File: src/rtl/mem_arbiter.sv
// mem_arbiter: two-port round-robin arbiter that serialises load/store and
// loader/debug requests onto a single fixed-latency data memory interface.
// Each accepted request gets exactly one rsp_valid pulse on its own port.
module mem_arbiter #(
    parameter int unsigned ADDR_W      = 32,
    parameter int unsigned DATA_W      = 32,
    parameter int unsigned MEM_LATENCY = 2
) (
    input  logic              clk,
    input  logic              reset,
    input  logic [1:0]        req_valid,
    input  logic [1:0]        req_write,
    input  logic [ADDR_W-1:0] req_addr0,
    input  logic [ADDR_W-1:0] req_addr1,
    input  logic [DATA_W-1:0] req_wdata0,
    input  logic [DATA_W-1:0] req_wdata1,
    output logic [1:0]        req_ready,
    output logic [1:0]        rsp_valid,
    output logic [DATA_W-1:0] rsp_rdata,
    output logic              mem_read,
    output logic              mem_write,
    output logic [ADDR_W-1:0] mem_addr,
    output logic [DATA_W-1:0] mem_writedata,
    input  logic [DATA_W-1:0] mem_readdata
);

    // Counter covers latencies 1..15; it is loaded with MEM_LATENCY-1.
    localparam int unsigned   CNT_W    = 4;
    localparam logic [CNT_W-1:0] CNT_LOAD = CNT_W'(MEM_LATENCY - 1);

    typedef enum logic [1:0] {
        ST_IDLE = 2'd0,
        ST_BUSY = 2'd1,
        ST_RESP = 2'd2
    } state_e;

    state_e              state_q,      state_d;
    logic                last_grant_q, last_grant_d;
    logic                winner_q,     winner_d;
    logic                write_q,      write_d;
    logic [ADDR_W-1:0]   addr_q,       addr_d;
    logic [DATA_W-1:0]   wdata_q,      wdata_d;
    logic [CNT_W-1:0]    cnt_q,        cnt_d;
    logic [1:0]          rsp_valid_q,  rsp_valid_d;
    logic [DATA_W-1:0]   rdata_q,      rdata_d;
    logic                rd_en_q,      rd_en_d;
    logic                wr_en_q,      wr_en_d;

    logic                winner_c;
    logic                grant_c;

    // Round-robin pick: a lone requester wins, a tie goes to the port not granted last.
    always_comb begin
        winner_c = 1'b0;
        case (req_valid)
            2'b01:   winner_c = 1'b0;
            2'b10:   winner_c = 1'b1;
            2'b11:   winner_c = ~last_grant_q;
            default: winner_c = 1'b0;
        endcase
    end

    // Acceptance is purely a function of state and req_valid (no memory path).
    assign grant_c   = (state_q == ST_IDLE) && (req_valid != 2'b00);
    assign req_ready = grant_c ? (winner_c ? 2'b10 : 2'b01) : 2'b00;

    // Next-state and datapath update for the IDLE -> BUSY -> RESP sequence.
    always_comb begin
        state_d      = state_q;
        last_grant_d = last_grant_q;
        winner_d     = winner_q;
        write_d      = write_q;
        addr_d       = addr_q;
        wdata_d      = wdata_q;
        cnt_d        = cnt_q;
        rsp_valid_d  = 2'b00;
        rdata_d      = rdata_q;
        rd_en_d      = rd_en_q;
        wr_en_d      = wr_en_q;

        case (state_q)
            ST_IDLE: begin
                if (grant_c) begin
                    winner_d     = winner_c;
                    last_grant_d = winner_c;
                    write_d      = req_write[winner_c];
                    addr_d       = winner_c ? req_addr1  : req_addr0;
                    wdata_d      = winner_c ? req_wdata1 : req_wdata0;
                    cnt_d        = CNT_LOAD;
                    rd_en_d      = ~req_write[winner_c];
                    wr_en_d      = req_write[winner_c];
                    state_d      = ST_BUSY;
                end
            end
            ST_BUSY: begin
                if (cnt_q == CNT_W'(0)) begin
                    rdata_d     = write_q ? DATA_W'(0) : mem_readdata;
                    rsp_valid_d = winner_q ? 2'b10 : 2'b01;
                    rd_en_d     = 1'b0;
                    wr_en_d     = 1'b0;
                    state_d     = ST_RESP;
                end else begin
                    cnt_d = cnt_q - CNT_W'(1);
                end
            end
            ST_RESP: begin
                state_d = ST_IDLE;
            end
            default: begin
                rd_en_d = 1'b0;
                wr_en_d = 1'b0;
                state_d = ST_IDLE;
            end
        endcase
    end

    // State register; reset drops any in-flight transaction.
    always_ff @(posedge clk) begin
        if (reset) begin
            state_q <= ST_IDLE;
        end else begin
            state_q <= state_d;
        end
    end

    // Captured request, latency counter and registered outputs.
    always_ff @(posedge clk) begin
        if (reset) begin
            last_grant_q <= 1'b1;
            winner_q     <= 1'b0;
            write_q      <= 1'b0;
            addr_q       <= '0;
            wdata_q      <= '0;
            cnt_q        <= '0;
            rsp_valid_q  <= 2'b00;
            rdata_q      <= '0;
            rd_en_q      <= 1'b0;
            wr_en_q      <= 1'b0;
        end else begin
            last_grant_q <= last_grant_d;
            winner_q     <= winner_d;
            write_q      <= write_d;
            addr_q       <= addr_d;
            wdata_q      <= wdata_d;
            cnt_q        <= cnt_d;
            rsp_valid_q  <= rsp_valid_d;
            rdata_q      <= rdata_d;
            rd_en_q      <= rd_en_d;
            wr_en_q      <= wr_en_d;
        end
    end

    // Address and write data hold their last captured values outside BUSY.
    assign mem_addr      = addr_q;
    assign mem_writedata = wdata_q;
    assign mem_read      = rd_en_q;
    assign mem_write     = wr_en_q;
    assign rsp_valid     = rsp_valid_q;
    assign rsp_rdata     = rdata_q;

endmodule

File: config.mk
export PLATFORM = sky130hd
export DESIGN_NAME = mem_arbiter
export DESIGN_NICKNAME = d
export VERILOG_FILES = /design/src/rtl/mem_arbiter.sv
export SDC_FILE = /design/constraint.sdc
export NUM_CORES = 1
export LEC_CHECK = 0
export ABC_AREA = 1
export CAP_MARGIN = 20
export CORE_UTILIZATION = 30
export CTS_CLUSTER_DIAMETER = 100
export DETAILED_ROUTE_END_ITERATION = 6
export GPL_TIMING_DRIVEN = 0
export PLACE_DENSITY = 0.67
export SLEW_MARGIN = 20
export SYNTH_ARGS = -nofsm -noshare
export SYNTH_HDL_FRONTEND = slang
export SYNTH_SLANG_ARGS = --single-unit
File: constraint.sdc
create_clock -name clk -period 1.2 [get_ports clk]
set_input_delay 0.12 -clock clk [delete_from_list [all_inputs] [get_ports clk]]
set_output_delay 0.12 -clock clk [all_outputs]
set_load 0.01 [all_outputs]
==> run_results.csv <==
group,metric,value,unit
logic_synthesis,syn_nets,792,
pwr,leakage,4.05,nW
logic_synthesis,synth_edf_count,0,
status,outcome,"complete, but fails checks",
cells_and_area,multi_input_area,2310,um^2
drt,drc,0,
setup_path,setup.worst_path.end_class,"flop",
clocking,clock_latency,0.35,ns
setup_path,crit_fanout,7,
placement,port_buffers,266,
global_route,grt_pass1_wl,26.4,mm
pwr,p_switching,3.34,mW
drt,ant_nets,0,
clocking,clock_sinks,109,
logic_synthesis,ys_seq_elements,109,
pwr,clkPwrFrac,27.7,%
clocking,cts_root_buffer,"clkbuf_16",
pwr,p_int,7.62,mW
global_route,antenna_found_initial,1,
drt,drt-total-wl,17.1,mm
setup_path,worstRegToRegCells,9,
logic_synthesis,synth.distinct_cells,21,
die,placementRows,44,
clocking,cts_tree,"yes",
global_route,overflow,0,
setup_path,critical_path_class,"flop to flop",
cells_and_area,finalCoreUtilization,58.0,%
global_route,grt_usage,21.5,%
job,max_cap_violations,0,
logic_synthesis,yosysWarningCount,0,
hold_path,hp-class,"primary input to flop",
setup_path,required,1.49,ns
timing,setup_viol,101,
timing,finalHoldViolCount,0,
drt,wl_per_cell,15.3,um
drt,vias_per_cell,4.66,
placement,post-dp-hpwl,11.6,mm
pwr,swShare,30.5,%
logic_synthesis,synthDominantCellAreaShare,48.4,%
drt,drt_first_pass_iters,5,
drt,vias,5223,
clocking,clk_pin_slew_worst_paths,0.07,ns
hold_path,holdPathStages,2,
timing,fmax,0.712,GHz
global_route,grt_pass1_vias,5092,
setup_path,critPathLaunchType,"flop",
timing,finalCriticalPeriod,1.40,ns
pwr,p_seq_share,39.3,%
timing,rsz0062_at_grt,"true",
global_route,grt_max_degree,17,
die,chipWidth,125,um
cells_and_area,regArea,2190,um^2
drt,drt-initial-drc-count,210,
logic_synthesis,postSynthAreaPerCell,7.23,um^2
die,initial_utilization,30.9,%
placement,place.gp.congestion,0.794,
timing,relSlewSlack,54.6,%
setup_path,rrSetupSlack,-0.20,ns
timing,finClkSkew,0.00491,ns
clocking,cts_htree_levels,3,
cells_and_area,drive_gt1_share,16.9,%
die,die_height,125,um
placement,place_ws,-0.907,ns
logic_synthesis,yosysMostFrequentCell,"nand2_1",
setup_path,arrival,1.70,ns
cells_and_area,area_delta_synth_final,87.7,%
logic_synthesis,synth.largest_area_cell,"dfxtp_1",
clocking,clockBufferDepth,2,
die,die_area,15500,um^2
timing,worstMarginPinSlew,0.681,ns
die,coreArea,14600,um^2
logic_synthesis,synthesis.area,4510,um^2
logic_synthesis,async_reset_ff_share,0,%
logic_synthesis,ys_top_cells_by_count,"nand2_1 (260), nand3_1 (144), dfxtp_1 (109), buf_2 (25), a21oi_1 (22)",
status,violations,"setup timing",
die,ios,268,
timing,drv_slew,0,
logic_synthesis,synth_ff_type,"dfxtp_1",
cells_and_area,nNetsFinal,1098,
pwr,power_frac_comb,33.0,%
timing,hold-worst-slack,0.180,ns
pwr,ir_drop,1.10,mV
timing,setup_ws,-0.204,ns
logic_synthesis,synth_seq_area_share,48.4,%
timing,fin_crit_sh,117,%
logic_synthesis,synthCells,624,
clocking,cts_buffers,9,
logic_synthesis,synth.area.top_cells,"dfxtp_1 (48%), nand2_1 (22%), nand3_1 (16%)",
cells_and_area,fillers,1371,
pwr,finalPower,11.0,mW
pwr,p_per_area,1290,nW/um^2
per-stage QoR:
stage / area [um^2] / setup TNS, ns / cells
finish: 8460 / -9.99 / 1120
global placement: 7410 / -38.32 / 1074
global route: 8460 / -17.97 / 1120
CTS: 8030 / -9.72 / 1111
detailed placement: 7410 / -40.07 / 1074
floorplan: 4520 / -0.149 / 624
layer usage:
| metal | track usage (%) | wire length, um | vias to the layer above |
|---|---|---|---|
| li1 | - | - | 2631 |
| met1 | 24.8 | 6930 | 2373 |
| met2 | 36.0 | 8360 | 192 |
| met3 | 8.12 | 1480 | 27 |
| met4 | 7.51 | 376 | 0 |
| met5 | 0 | 0 | - |
critical path, cell delays in order (launching register included):
cell and delay, ns:
dfxtp_1 0.35, nor2_1 0.20, nand2_4 0.07, inv_2 0.07, nand2_4 0.08, nor2_4 0.12
buf_12 0.15, buf_8 0.12, nand3_1 0.08, nand2_1 0.11
power groups by stage:
stage	combinational [mW]	sequential, mW	clock, mW
global route	3.92	4.36	3.28
global placement	3.09	4.37	0
detailed placement	3.10	4.38	0
floorplan	1.14	4.56	0
CTS	3.28	4.30	3.12
finish	3.61	4.31	3.04
kinds of logic after synthesis:
group,synth area share (%)
fa+ha+maj,0.555
flops,48.4
buf+inv,6.52
simple gates,41.4
compound gates,3.11
cells in the final DEF, fill, tap and decap left out, drive strengths merged:
cell type	Yosys	routed
inv	14	14
nor2	12	13
a21oi	22	22
nor3	1	1
clkdlybuf4s50	0	163
clkbuf	7	25
diode	0	1
ha	2	2
nand2	260	260
dfxtp	109	109
or2	1	1
bufinv	0	1
o22ai	1	1
dlymetal6s2s	0	1
buf	37	62
o21ai	4	4
dlygate4sd2	0	100
clkinvlp	0	2
nand3	154	154
state kept, by name, indices dropped and copies added (netlist names):
| signal | count |
|---|---|
| cnt_q | 4 |
| last_grant_q | 1 |
| mem_addr | 32 |
| mem_read | 1 |
| mem_write | 1 |
| mem_writedata | 32 |
| rsp_rdata | 32 |
| rsp_valid | 2 |
| state_q | 2 |
| winner_q | 1 |
| write_q | 1 |
cell type report:
type	count	area share [%]
clock buffers	13	2.96
flip-flops and latches	109	25.9
well taps	184	2.72
inverters	14	0.828
clock inverters	3	0.532
multi-input cells	458	27.3
repair buffers	295	34.8
plain buffers	43	5.00
diodes	1	0.0296
what timing repair did:
| item | 4_1_cts | 5_1_grt |
|---|---|---|
| resized for setup | 185 | 86 |
| endpoints found under the hold margin | 0 | 0 |
| cloned | 8 | 3 |
| pin swaps | 5 | 38 |
| hold buffers | 0 | 0 |
| endpoints found under the setup margin | 201 | 110 |
| buffers inserted | 14 | 6 |
final timing paths:
kind	startpoint	endpoint
min	reset	winner_q
max reg2reg	cnt_q[2]	rsp_rdata[18]
max	cnt_q[2]	rsp_rdata[18]
min reg2reg	winner_q	rsp_valid[0]
Power figures use the tool's default switching activity.
